===== config.mk =====
export PLATFORM = sky130hd
export DESIGN_NAME = branch_resolve
export DESIGN_NICKNAME = d
export VERILOG_FILES = /design/src/rtl/branch_pkg.sv /design/src/rtl/cond_eval.sv /design/src/rtl/branch_resolve.sv
export SDC_FILE = /design/constraint.sdc
export NUM_CORES = 1
export LEC_CHECK = 0
export ABC_AREA = 1
export CELL_PAD_IN_SITES_DETAIL_PLACEMENT = 1
export CELL_PAD_IN_SITES_GLOBAL_PLACEMENT = 1
export CORE_ASPECT_RATIO = 0.8
export CORE_MARGIN = 2
export CORE_UTILIZATION = 38
export CTS_CLUSTER_DIAMETER = 150
export DETAILED_ROUTE_END_ITERATION = 16
export GPL_ROUTABILITY_DRIVEN = 0
export PLACE_DENSITY_LB_ADDON = 0.05
export SYNTH_ARGS = -nofsm -noshare
export SYNTH_HDL_FRONTEND = slang
export SYNTH_SLANG_ARGS = --single-unit
export TNS_END_PERCENT = 20

===== constraint.sdc =====
create_clock -name clk -period 2.3 [get_ports clk]
set_input_delay 0.23 -clock clk [delete_from_list [all_inputs] [get_ports clk]]
set_output_delay 0.23 -clock clk [all_outputs]
set_load 0.05 [all_outputs]

===== src/rtl/branch_pkg.sv =====
// Shared definitions for the branch-resolution stage: condition codes, FSM states, flag vector.
package branch_pkg;

    localparam logic [2:0] COND_BEQ   = 3'b000;
    localparam logic [2:0] COND_BNE   = 3'b001;
    localparam logic [2:0] COND_BLT   = 3'b010;
    localparam logic [2:0] COND_BGT   = 3'b011;
    localparam logic [2:0] COND_BLE   = 3'b100;
    localparam logic [2:0] COND_BGE   = 3'b101;
    localparam logic [2:0] COND_JMP   = 3'b110;
    localparam logic [2:0] COND_NEVER = 3'b111;

    typedef enum logic [1:0] {
        StIdle,
        StEval,
        StRedirect
    } state_t;

    typedef struct packed {
        logic eq;
        logic lt;
        logic gt;
    } flags_t;

    function automatic logic flags_onehot(flags_t f);
        return (f == 3'b100) || (f == 3'b010) || (f == 3'b001);
    endfunction

endpackage


===== src/rtl/cond_eval.sv =====
// Combinational branch-condition evaluator: (cond, eq, lt, gt) -> (taken, err).
module cond_eval
    import branch_pkg::*;
(
    input  logic [2:0] cond,
    input  logic       eq,
    input  logic       lt,
    input  logic       gt,
    output logic       taken,
    output logic       err
);

    flags_t flags;
    logic   raw;
    logic   uncond;

    assign flags  = '{eq: eq, lt: lt, gt: gt};
    assign uncond = (cond == COND_JMP) || (cond == COND_NEVER);

    always_comb begin
        raw = 1'b0;
        case (cond)
            COND_BEQ:   raw = eq;
            COND_BNE:   raw = !eq;
            COND_BLT:   raw = lt;
            COND_BGT:   raw = gt;
            COND_BLE:   raw = lt | eq;
            COND_BGE:   raw = gt | eq;
            COND_JMP:   raw = 1'b1;
            default:    raw = 1'b0;
        endcase
    end

    // Corrupt comparator flags make any flag-dependent decision meaningless.
    assign err   = !uncond && !flags_onehot(flags);
    assign taken = raw && !err;

endmodule


===== src/rtl/branch_resolve.sv =====
// Branch-resolution stage owning the PC; optional taken counter under BRANCH_STATS_EN.
module branch_resolve
    import branch_pkg::*;
#(
    parameter int unsigned AW = 10,
    parameter int unsigned OW = 10
) (
    input  logic          clk,
    input  logic          rst_n,
    input  logic          in_valid,
    output logic          in_ready,
    input  logic [2:0]    cond,
    input  logic [OW-1:0] offset,
    input  logic          eq,
    input  logic          lt,
    input  logic          gt,
    input  logic          pc_advance,
    output logic [AW-1:0] pc,
    output logic          flush,
    output logic          flag_err
`ifdef BRANCH_STATS_EN
    ,
    output logic [15:0]   taken_cnt
`endif
);

    state_t        state_q;
    logic [AW-1:0] pc_q;
    logic [2:0]    cond_q;
    logic [OW-1:0] offset_q;
    flags_t        flags_q;
    logic          taken;
    logic          err;

    // Sign-extend through a wide intermediate so AW == OW needs no zero-width replication.
    logic [AW+OW-1:0] off_wide;
    logic [AW-1:0]    off_ext;
    assign off_wide = {{AW{offset_q[OW-1]}}, offset_q};
    assign off_ext  = off_wide[AW-1:0];

    cond_eval u_cond_eval (
        .cond  (cond_q),
        .eq    (flags_q.eq),
        .lt    (flags_q.lt),
        .gt    (flags_q.gt),
        .taken (taken),
        .err   (err)
    );

`ifdef BRANCH_STATS_EN
    logic [15:0] cnt_q;
    assign taken_cnt = cnt_q;
`endif

    always_ff @(posedge clk or negedge rst_n) begin
        if (!rst_n) begin
            state_q  <= StIdle;
            pc_q     <= '0;
            cond_q   <= COND_NEVER;
            offset_q <= '0;
            flags_q  <= '0;
`ifdef BRANCH_STATS_EN
            cnt_q    <= '0;
`endif
        end else begin
            case (state_q)
                StIdle: begin
                    if (in_valid) begin
                        cond_q   <= cond;
                        offset_q <= offset;
                        flags_q  <= '{eq: eq, lt: lt, gt: gt};
                        state_q  <= StEval;
                    end else if (pc_advance) begin
                        pc_q <= pc_q + AW'(1);
                    end
                end
                StEval: begin
                    if (taken) begin
                        pc_q    <= pc_q + off_ext;
                        state_q <= StRedirect;
`ifdef BRANCH_STATS_EN
                        cnt_q   <= cnt_q + 16'd1;
`endif
                    end else begin
                        pc_q    <= pc_q + AW'(1);
                        state_q <= StIdle;
                    end
                end
                default: state_q <= StIdle;
            endcase
        end
    end

    assign in_ready = (state_q == StIdle);
    assign flush    = (state_q == StRedirect);
    assign flag_err = (state_q == StEval) && err;
    assign pc       = pc_q;

endmodule


Yosys cells after proc, flatten, opt, wreduce, memory -nomap -nowiden. Cells that the tools add are included.

Bitwise gates (word level): 2. Add/sub/neg operators: 2. Eq/ne operators: 15. Reduce and logical (&&, ||, !) cells: 15. Multiplexer cells: 8.

Operator list (count): 10-bit 2-to-1 mux (3); 10-bit case mux with 2 select lines (1); 3-bit == test, second input constant (5); 10-bit by 1-bit adder with 10-bit output, second input constant (1); 10-bit adder (1); 3-bit by 2-bit == test with 1-bit output, second input constant (3); 1-bit case mux with 7 select lines (1); 3-bit by 1-bit == test with 1-bit output, second input constant (2); 1-bit logical NOT (4); 2-bit 2-to-1 mux (2); 2-bit != test, second input constant (2); 2-bit case mux with 2 select lines (1); 1-bit logical AND (3); 3-bit logical NOT (1); 1-bit logical OR (3); 3-bit AND reduction (1); 2-bit by 1-bit == test with 1-bit output, second input constant (1); 2-bit == test, second input constant (1); 2-bit logical NOT (1); 2-bit by 1-bit != test with 1-bit output, second input constant (1); 1-bit OR (2); 2-bit AND reduction (1); 2-bit nonzero test (1).

Output and inout port bits: 13. Input bits: 20. Register bits: 28. Word-level logic and storage cells: 49.

Longest topological paths before layout.
Depth in word-level cells: 9. Mapped depth: 12. Mapped depth without buffers: 12.

By module. From an unflattened synthesis, not the netlist that was laid out.

Cells, all modules: 287. Area total of the unflattened synthesis: 1951.9 um2.

By module, submodules not included: branch_resolve (sequential area each 704.4 um2, instances 1, area an instance 1829.3 um2, cells each 258); cond_eval (sequential area each 0.0 um2, instances 1, area an instance 122.6 um2, cells each 29).

Worst setup path after synthesis. OpenSTA, ideal clock, no wires.

Path kind: reg2reg. Start point: register pc_q[0] (netlist: pc[0]). End point: register pc_q[8] (netlist: pc[8]). Buffers on the path: 0. Path slack: 0.299 ns. Period minus slack after synthesis: 2.001 ns. Cell stages (with the launch flop): 11. Data arrival time: 1.883 ns. Cells stage by stage: dfrtp_1 ha_1 fa_1 nand3_1 nand2_1 nand2_1 nand3b_1 nand3_1 nand2_1 nand2_1 nand2_1.

Longest elaborated chain between the ends: 4. Elaborated cells between the ends (all ways): 6.

RTL lines: start: declaration (RTL line branch_resolve.sv:28) `logic [AW-1:0] pc_q;`; start signal: assignment (RTL line branch_resolve.sv:74) `pc_q <= pc_q + AW'(1);`; start signal: assignment (RTL line branch_resolve.sv:79) `pc_q <= pc_q + off_ext;`; start signal: assignment (RTL line branch_resolve.sv:85) `pc_q <= pc_q + AW'(1);`; 10-bit by 1-bit adder with 10-bit output (RTL line branch_resolve.sv:74, branch_resolve.sv:85); 10-bit 2-to-1 mux (RTL line branch_resolve.sv:73) `end else if (pc_advance) begin`; 10-bit 2-to-1 mux (RTL line branch_resolve.sv:68) `if (in_valid) begin`; 10-bit case mux with 2 select lines (*) (RTL line branch_resolve.sv:66) `case (state_q)`.

Mark *: on every way between the ends. The rest lies on a longest branch, timed or not. The select of a mux whose other input is x is not followed. A chain may end at the register's enable or synchronous reset.

Worst setup path after layout. Same ends and word-level chain as after synthesis.

==> flow_summary_export.csv <==
group,metric,value,unit
status,outcome,"complete, no violations",
yosys,synth_seq_cells,28,
critical_path,r2r-start,"pc[0]",
critical_path,worstReg2RegEnd,"pc[8]",
yosys,postSynthCellCount,300,
floorplanning,pin_count,33,
routing,drt-total-wl,5500,um
cts,h-tree-depth,1,
power_and_ir_drop,vdd_drop_max,0.000704,V
yosys,yosys-top-cells-count,"133 x nand2_1, 30 x nand3_1, 28 x inv_1",
routing,first_iter_violations,60,
cts,cts_sinks,28,
final_layout,area_delta_synth_final,23.5,%
final_layout,fin_nets,367,
critical_path,startpoint,"pc[0]",
critical_path,crit_arrival,2230,ps
critical_path,setup.worst_path.class,"reg2reg",
critical_path,startpoint_type,"register",
routing,post-route-drc-count,0,
final_layout,final_area,2500,um2
yosys,syn_avg_cell_area,6.74,um2
floorplanning,core-area,5060,um2
floorplanning,die_h,69.2,um
power_and_ir_drop,total_power,3.75,mW
yosys,ys_top_cells_by_area,"dfrtp_1 31%, nand2_1 25%, nand3_1 7.4%",
placed_design,place_ws,314,ps
global_routing,grt_max_degree,29,
global_routing,grt_pass1_vias,1968,
cts,clk_latency,290,ps
placed_design,place_area,2420,um2
global_routing,grt_antenna_before_repair,0,
yosys,yosysWarnings,0,
sta,hold_slack,322,ps
critical_path,r2r_slack,260,ps
yosys,synth_area,2020,um2
yosys,synthDistinctLibCells,27,
critical_path,end_kind,"register",
yosys,yosysMostFrequentCell,"nand2_1",
placed_design,dp_cells,393,
critical_path,cp.required,2490,ps
routing,avgRoutedWirePerCell,13.8,um
global_routing,grt_use_total,0.201,
yosys,synth_largest_area_cell,"dfrtp_1",
final_layout,seqCellArea,704,um2
final_layout,fill_cells,671,
sta,grt_setup_unrepaired,"false",
critical_path,crit_fanout,9,
final_layout,layoutNonFillerInstCount,397,
sta,fin_tns_setup,0,ps
sta,final.min_clock_period,2040,ps
final_layout,drive_gt1_frac,0.0896,
floorplanning,start_util,0.399,
sta,fin_skew,9.65,ps
routing,vias_per_cell,4.95,
sta,slew_viol_final,0,
global_routing,grt-ovfl-total,0,
flow_run,maxCapViolations,0,
final_layout,multi_input_area,1170,um2
cts,clk_pin_slew,110,ps
yosys,synthesis.nets,331,
cts,cts_made_buffers,3,
power_and_ir_drop,p_per_area,1500,nW/um2
routing,dr.pass1.iters,4,
sta,fin_crit_sh,0.885,
routing,vias,1966,
yosys,synth_enable_flop_cells,0,
sta,max_freq,491,MHz
cts,cts-hold-fix-buffers,0,
global_routing,grt_pass1_wl,9550,um
sta,hold_viol,0,
power_and_ir_drop,leakagePower,1.33,nW
yosys,synthArstFlopShare,1.00,
sta,worst_pin_slew,612,ps
yosys,synth_top_flop_cell,"dfrtp_1",
placed_design,hpwl,4290,um
sta,relSlewSlack,0.591,
routing,ant_nets,0,
worst_hold_path,min_path_type,"in2async",
cts,cts_buffer_depth,2,
floorplanning,dieArea,5920,um2
yosys,seq_area_frac_synth,0.349,
floorplanning,die_width,85.5,um
sta,finalSetupViolations,0,
final_layout,final_util,0.493,
floorplanning,rows,23,
final_layout,diodes,0,
yosys,yosysTopAreaCellShare,0.310,
sta,worst_slack,263,ps
critical_path,r2r_cells,10,
placed_design,portBuffers,32,
cts,cts_root_buffer,"clkbuf_8",
cts,cts_tree,"yes",
==> layer usage <==
metal	vias up	share of wire	global-route usage	wire (um)
li1	1012	-	-	-
met3	9	0.033	0.0333	183
met2	32	0.44	0.299	2410
met1	913	0.51	0.303	2810
met5	-	0	0	0
met4	0	0.016	0.0494	90
==> where the power goes <==
part,switching [mW],internal (mW)
registers,0.300,0.718
clock network,0.175,0.234
logic,1.49,0.832
total,1.97,1.78
==> cell type report <==
type | instances | share of cell area
clock buffers | 3 | 0.0165
inverters | 34 | 0.0511
clock inverters | 1 | 0.0120
well taps | 62 | 0.0311
multi-input cells | 234 | 0.469
repair buffers | 35 | 0.138
flip-flops and latches | 28 | 0.282
==> worst max-delay path by stage <==
stage	end	slack, ps	cells past startpoint
after floorplan	pc[8]	300	10
after global placement	pc[8]	320	10
after detailed placement	pc[8]	310	10
after CTS	flag_err	50	5
after global routing	pc[8]	60	11
final	pc[8]	260	10
==> state kept, by name (all words and copies together), names as in the netlist <==
| register | flops |
|---|---|
| off_ext | 10 |
| pc | 10 |
| cond_q | 3 |
| flags_q | 3 |
| state_q | 2 |
==> what timing repair did <==
item                                    in CTS  in global routing
resized for setup                            0                  1
endpoints found under the setup margin       0                  1
setup buffers                                0                  0
==> worst max-delay path, stage by stage (launching register included) <==
cell and delay [ps]:
dfrtp_1 510, ha_1 310, fa_1 470, nand3_1 120
nand2_1 90, nand2_1 110, nand3b_1 90, nand3_1 90
nand2_1 50, nand2_1 50, nand2_1 50
==> cells in the final DEF, fill, tap and decap left out, drive strengths merged, types with 2 or more instances in the layout <==
cell / synthesis / final
nand4: 5 / 5
clkdlybuf4s50: 0 / 31
or2: 3 / 3
dfstp: 3 / 3
nand2: 137 / 137
nor3: 2 / 2
inv: 34 / 34
a21oi: 5 / 5
dfrtp: 25 / 25
nor2: 22 / 22
buf: 3 / 3
clkbuf: 1 / 3
xnor2: 4 / 4
nand3: 30 / 30
ha: 10 / 10
xor2: 5 / 5
o21ai: 7 / 7
==> kinds of logic after synthesis <==
kind of cell	share of synthesized area
AND/OR/NAND/NOR	0.428
buffers and inverters	0.0724
flip-flops	0.349
AO/OA/AOI/OAI	0.0396
adder cells (fa/ha/maj)	0.0718
XOR/XNOR	0.0390
Note: power is estimated with default switching activity, not from simulation.
